--- src/rtl/ram_512_64_ctrl.sv ---
// ram_512_64_ctrl: clears a 512x64 1R1W RAM after reset, then shares its
// read and write ports between requesters A and B with round-robin grants.
module ram_512_64_ctrl #(
    parameter bit          INIT_EN    = 1'b1,
    parameter logic [63:0] INIT_VALUE = 64'h0
) (
    input  logic        clk,
    input  logic        rst,
    input  logic        a_rreq,
    input  logic [8:0]  a_raddr,
    output logic        a_rgnt,
    output logic        a_rvalid,
    output logic [63:0] a_rdata,
    input  logic        b_rreq,
    input  logic [8:0]  b_raddr,
    output logic        b_rgnt,
    output logic        b_rvalid,
    output logic [63:0] b_rdata,
    input  logic        a_wreq,
    input  logic [8:0]  a_waddr,
    input  logic [63:0] a_wdata,
    output logic        a_wgnt,
    input  logic        b_wreq,
    input  logic [8:0]  b_waddr,
    input  logic [63:0] b_wdata,
    output logic        b_wgnt,
    output logic        ram_re,
    output logic [8:0]  ram_raddr,
    input  logic [63:0] ram_rd,
    output logic        ram_we,
    output logic [8:0]  ram_waddr,
    output logic [63:0] ram_wr,
    output logic        init_done
);

    typedef enum logic {
        S_INIT,
        S_RUN
    } state_e;

    state_e      state_q, state_d;
    logic [8:0]  clr_cnt_q, clr_cnt_d;
    // pointer value 0 means A has priority on the next contention
    logic        rd_ptr_q, rd_ptr_d;
    logic        wr_ptr_q, wr_ptr_d;
    logic        ra_q, rb_q;
    logic        run;
    logic        clearing;

    assign run      = rst & (state_q == S_RUN);
    assign clearing = rst & (state_q == S_INIT);

    assign a_rgnt = run & a_rreq & ~(b_rreq & rd_ptr_q);
    assign b_rgnt = run & b_rreq & ~(a_rreq & ~rd_ptr_q);
    assign a_wgnt = run & a_wreq & ~(b_wreq & wr_ptr_q);
    assign b_wgnt = run & b_wreq & ~(a_wreq & ~wr_ptr_q);

    assign ram_re    = a_rgnt | b_rgnt;
    assign ram_raddr = b_rgnt ? b_raddr : a_raddr;

    assign a_rvalid  = ra_q;
    assign b_rvalid  = rb_q;
    assign a_rdata   = ram_rd;
    assign b_rdata   = ram_rd;
    assign init_done = run;

    // write port: clear sequence owns it in INIT, arbitration in RUN
    always_comb begin
        ram_we    = 1'b0;
        ram_waddr = a_waddr;
        ram_wr    = a_wdata;
        if (clearing) begin
            ram_we    = 1'b1;
            ram_waddr = clr_cnt_q;
            ram_wr    = INIT_VALUE;
        end else begin
            ram_we = a_wgnt | b_wgnt;
            if (b_wgnt) begin
                ram_waddr = b_waddr;
                ram_wr    = b_wdata;
            end
        end
    end

    // next state: clear counter saturates at the last entry, RUN is absorbing
    always_comb begin
        state_d   = state_q;
        clr_cnt_d = clr_cnt_q;
        if (state_q == S_INIT) begin
            if (clr_cnt_q == 9'd511) begin
                state_d = S_RUN;
            end else begin
                clr_cnt_d = clr_cnt_q + 9'd1;
            end
        end
    end

    // round-robin: after a grant the other requester gets priority
    always_comb begin
        rd_ptr_d = rd_ptr_q;
        wr_ptr_d = wr_ptr_q;
        if (a_rgnt | b_rgnt) begin
            rd_ptr_d = a_rgnt;
        end
        if (a_wgnt | b_wgnt) begin
            wr_ptr_d = a_wgnt;
        end
    end

    // sequencer state and clear counter
    always_ff @(posedge clk) begin
        if (!rst) begin
            state_q   <= INIT_EN ? S_INIT : S_RUN;
            clr_cnt_q <= 9'd0;
        end else begin
            state_q   <= state_d;
            clr_cnt_q <= clr_cnt_d;
        end
    end

    // arbitration pointers and tagged read-response valids
    always_ff @(posedge clk) begin
        if (!rst) begin
            rd_ptr_q <= 1'b0;
            wr_ptr_q <= 1'b0;
            ra_q     <= 1'b0;
            rb_q     <= 1'b0;
        end else begin
            rd_ptr_q <= rd_ptr_d;
            wr_ptr_q <= wr_ptr_d;
            ra_q     <= a_rgnt;
            rb_q     <= b_rgnt;
        end
    end

endmodule

--- config.mk ---
export PLATFORM = sky130hd
export DESIGN_NAME = ram_512_64_ctrl
export DESIGN_NICKNAME = d
export VERILOG_FILES = /design/src/rtl/ram_512_64_ctrl.sv
export SDC_FILE = /design/constraint.sdc
export NUM_CORES = 1
export LEC_CHECK = 0
export CAP_MARGIN = 40
export CORE_AREA = 5 5 175 177
export CTS_BUF_LIST = sky130_fd_sc_hd__clkbuf_4
export DETAILED_ROUTE_END_ITERATION = 16
export DIE_AREA = 0 0 180 182
export PLACE_DENSITY = 0.52
export SYNTH_ARGS = -nofsm -noshare
export SYNTH_HDL_FRONTEND = slang
export SYNTH_SLANG_ARGS = --single-unit
--- constraint.sdc ---
create_clock -name clk -period 2.1 [get_ports clk]
set_input_delay 0.42 -clock clk [delete_from_list [all_inputs] [get_ports clk]]
set_output_delay 0.42 -clock clk [all_outputs]
set_load 0.005 [all_outputs]
# After elaboration in Yosys (flattened, before gate mapping)
# Cells that the tools add are included.
# Widths: inputs -> output; s select.
[classes] add_sub_neg=1 multipliers=0 div_mod_pow=0 magnitude_cmp=0 n_eq_ne=1 shift=0 muxes=8 n_bitwise=24 reduce_logical=1
[op_table] op="$mux 64" count=2
[op_table] op="$mux 9" count=3
[op_table] op="$and 1x1->1" count=14
[op_table] op="$add 9x1->9 const B" count=1
[op_table] op="$eq 9x9->1 const B" count=1
[op_table] op="$not 1->1" count=8
[op_table] op="$mux 1" count=3
[op_table] op="$or 1x1->1" count=2
[op_table] op="$reduce_and 2->1" count=1
[word_totals] reg_bits=14 latchBits=0 ramBits=0 rom_bits=0 out_inout_bits=219 elab_cells=41 mem_count=0

# Logic depth before layout (Yosys ltp)
[depth] ltp_word=6 ltp_mapped=8 ltp_nobuf=7

# Least setup slack after synthesis
# OpenSTA, ideal clock, no wires.
[synth_timing] path_kind="register to register" start="register clr_cnt_q[0]" end="register clr_cnt_q[6]" setup_time_ns=0.070 arrival_time_ns=1.753 setup_slack_ns=0.277 stages_incl_launch_ff=9 period_less_slack_ns=1.823 path_cell_list="dfxtp_1 > ha_1 > nand2_1 > nor3_1 > ha_1 > buf_6 > nor2_1 > or4b_1 > a21oi_1"
[synth_between] elab_chain_cells=3
[synth_rtl] element="start, declared" line_no="42" rtl="logic [8:0] clr_cnt_q, clr_cnt_d;"
[synth_rtl] element="start signal, assigned" line_no="117" rtl="clr_cnt_q <= clr_cnt_d;"
[synth_rtl] element="branches (longest 3 deep; another with $add 9x1->9)"
# Several ways; the timed one is not identified.
# A chain may end at the register's enable or synchronous reset.

# Worst setup path after layout
[layout_timing] start="register state_q" end="output port ram_raddr[6]"
[layout_between] elab_chain_cells=4
[layout_rtl] element="start, declared" line_no="41" rtl="state_e state_q, state_d;"
[layout_rtl] element="start signal, assigned" line_no="113" rtl="state_q <= INIT_EN ? S_INIT : S_RUN;"
[layout_rtl] element="start signal, assigned" line_no="116" rtl="state_q <= state_d;"
[layout_rtl] element="$and 1x1->1" line_no="50" rtl="assign run = rst & (state_q == S_RUN);"
[layout_rtl] element="$and 1x1->1 (2 in a row)" line_no="54" rtl="assign b_rgnt = run & b_rreq & ~(a_rreq & ~rd_ptr_q);"
[layout_rtl] element="$mux 9" line_no="59" rtl="assign ram_raddr = b_rgnt ? b_raddr : a_raddr;"
[layout_rtl] element="end, declared" line_no="28" rtl="output logic [8:0] ram_raddr,"
# Every way passes these cells.

==> results.tsv <==
metric	value	unit
status	finished with violations	
violations	setup timing	
powerDensity	203.6	nW/um2
antenna_found_initial	0	
holdPathEnd	rd_ptr_q	
finalSetupTns	-0.1957	ns
synth_edf_count	0	
setup_ws	-0.05291	ns
place_area	6056	um2
cts.sinks	14	
vdd_ir_drop_max	0.0001867	V
synth_common_cells	buf_4 (129), nand4_1 (75), a21oi_1 (72), o31ai_1 (65), clkbuf_1 (34)	
grt_pass1_wl	29.50	mm
min_path_type	flip-flop to flip-flop	
hold_ws	0.5033	ns
dr.first_iter.drc_count	197	
drc_errors	0	
ys_seq_area_share	8.235	%
synth.most_common_cell	buf_4	
synth_ff_type	dfxtp_1	
diodes	0	
utilization	23.84	%
grt_max_degree	34	
synthCells	505	
finalHoldViolations	0	
clock_latency	0.28	ns
die_x	180	um
routed-via-count	4636	
startpoint_type	flip-flop	
place_congestion	0.8447	
yosysTopAreaCell	buf_4	
syn_avg_cell_area	6.739	um2
setup_viol	7	
rows	63	
path_clk_slew	0.09	ns
numPortBuffers	260	
hold_buffers	0	
reg2reg_depth	7	
rsz0062_at_grt	true	
ys_seq_elements	14	
firstDrtPassIters	4	
synthToLayoutAreaGrowth	103.7	%
async_flop_share	0	%
period_needed	2.153	ns
critical-path-max-stage-delay	0.41	ns
p_leak	2.561	nW
cp_slowest_cell	dfxtp_4	
ff2ff_setup_slack	0.22	ns
ys_warn_count	0	
fin_skew	0.005313	ns
start_util	11.70	%
dieArea	32760	um2
cts-root-buf	clkbuf_4	
viasPerCell	4.261	
coreArea	29090	um2
crit_chain	nand2_8 > inv_8 > buf_12 > nand3_4 > buf_6 > buf_6 > mux2_4 > buf_6	
syn_area	3403	um2
ys_types	34	
path_class	flip-flop to primary output	
r2r-end	clr_cnt_q[4]	
synthTopCellsByArea	buf_4 (28%), o31ai_1 (14%), nand4_1 (14%), a21oi_1 (11%), dfxtp_1 (8.2%)	
slew-limit-headroom	71.71	%
cts_buffers	3	
nets	935	
crit_top_cell	buf_6	
critical_path_required	1.68	ns
layout-drive-gt1-share	43.55	%
grt_pass1_vias	4830	
wl_per_cell	19.41	um
grt_overflow_total	0	
cts.htree.levels	1	
fp.dieH	182	um
synth.top_cell.area_share	28.46	%
synth_fp_nets	741	
stdcell_area	6934	um2
place_hpwl	14.67	mm
pin_count	453	
routed_wl	21.12	mm
tightestPinTransition	0.4235	ns
cts_buffer_depth	2	
crit_path_end_kind	primary output	
holdCritStartpoint	rd_ptr_q	
r2r_start	clr_cnt_q[0]	
cts_tree	done	
timing.fmax	0.4645	GHz
maxCapViolCount	0	
n_fill_cell	3198	
crit_fanout	6	
fin_crit_sh	102.5	%
critPathArrivalTime	1.73	ns
holdPathStages	1	
pre_cts_slack	-0.7116	ns
slew_violations	0	
grt_use_total	11.35	%
antenna_left	0	
[kinds of logic (layout without fill, tap and decap cells)]
family	after synthesis	in the layout	synth area share, %
multiplexers	11	11	3.566
buffers and inverters	195	388	36.84
flip-flops	14	14	8.235
AO/OA/AOI/OAI	161	161	29.56
adder cells (fa/ha/maj)	2	2	0.7352
AND/OR/NAND/NOR	120	120	20.55
XOR/XNOR	2	2	0.5148
[area by class of cell]
class	count	area, um2	area share, %
clock inverters	1	3.754	0.05413
clock buffers	3	22.52	0.3248
flip-flops and latches	14	285.3	4.114
well taps	390	488.0	7.037
multi-input cells	296	2421	34.92
inverters	6	30.03	0.4331
repair buffers	378	3684	53.12
[worst max-delay path by stage]
stage                       from  cells after the start           end
global route             state_q                      8  ram_raddr[6]
detailed placement        a_wreq                      6  ram_waddr[8]
floorplan           clr_cnt_q[0]                      8  clr_cnt_q[6]
finish                   state_q                      8  ram_raddr[6]
global placement             rst                      8  ram_raddr[5]
CTS                      state_q                      9  ram_raddr[6]
[timing repair]
action	CTS	global route
setup buffers	28	9
gates resized for setup	411	100
setup endpoints to repair	89	76
cloned	8	4
pin swaps	44	41
[per-layer routing]
| layer | global-route usage [%] | vias to the layer above | share of wire [%] |
|---|---|---|---|
| li1 | - | 2156 | - |
| met1 | 14.47 | 2160 | 41 |
| met2 | 18.81 | 267 | 47 |
| met3 | 3.285 | 53 | 8.7 |
| met4 | 3.017 | 0 | 2.8 |
| met5 | 0 | - | 0 |
[through the flow]
step,power [mW],std cells
after CTS,1.360,1081
after global routing,1.496,1088
final,1.412,1088
after floorplan,0.6961,505
after detailed placement,1.158,1042
after global placement,1.162,1042
[flip-flops by register name (all words and copies together) (netlist names)]
register and flops:
a_rvalid 1, clr_cnt_q 9, wr_ptr_q 1, state_q 1, b_rvalid 1, rd_ptr_q 1
[critical path: cells and delay by family (launching register included)]
kind                   cells  cell delay (ns)
buffers and inverters      5             0.58
DFF                        1             0.41
muxes                      1             0.29
and+or+nand+nor            2             0.17
[placed cells by master, fill, tap and decap left out, types with 12 or more instances in the layout]
| cell | synthesis | layout |
|---|---|---|
| o31ai_4 | 0 | 15 |
| nand4_1 | 75 | 75 |
| clkdlybuf4s50_1 | 0 | 167 |
| buf_2 | 23 | 72 |
| buf_4 | 129 | 53 |
| nand2_1 | 18 | 18 |
| a21oi_2 | 0 | 22 |
| buf_6 | 1 | 33 |
| buf_12 | 0 | 21 |
| o31ai_2 | 0 | 39 |
| a21oi_1 | 72 | 50 |
| dfxtp_1 | 14 | 12 |
[where the power goes]
group / internal, mW / switching (mW) / leakage, nW
clock: 0.0689 / 0.0880 / 0.0154
sequential: 0.269 / 0.00677 / 0.115
combinational: 0.586 / 0.394 / 2.43
total: 0.924 / 0.488 / 2.56
Note: power is estimated with default switching activity, not from simulation.
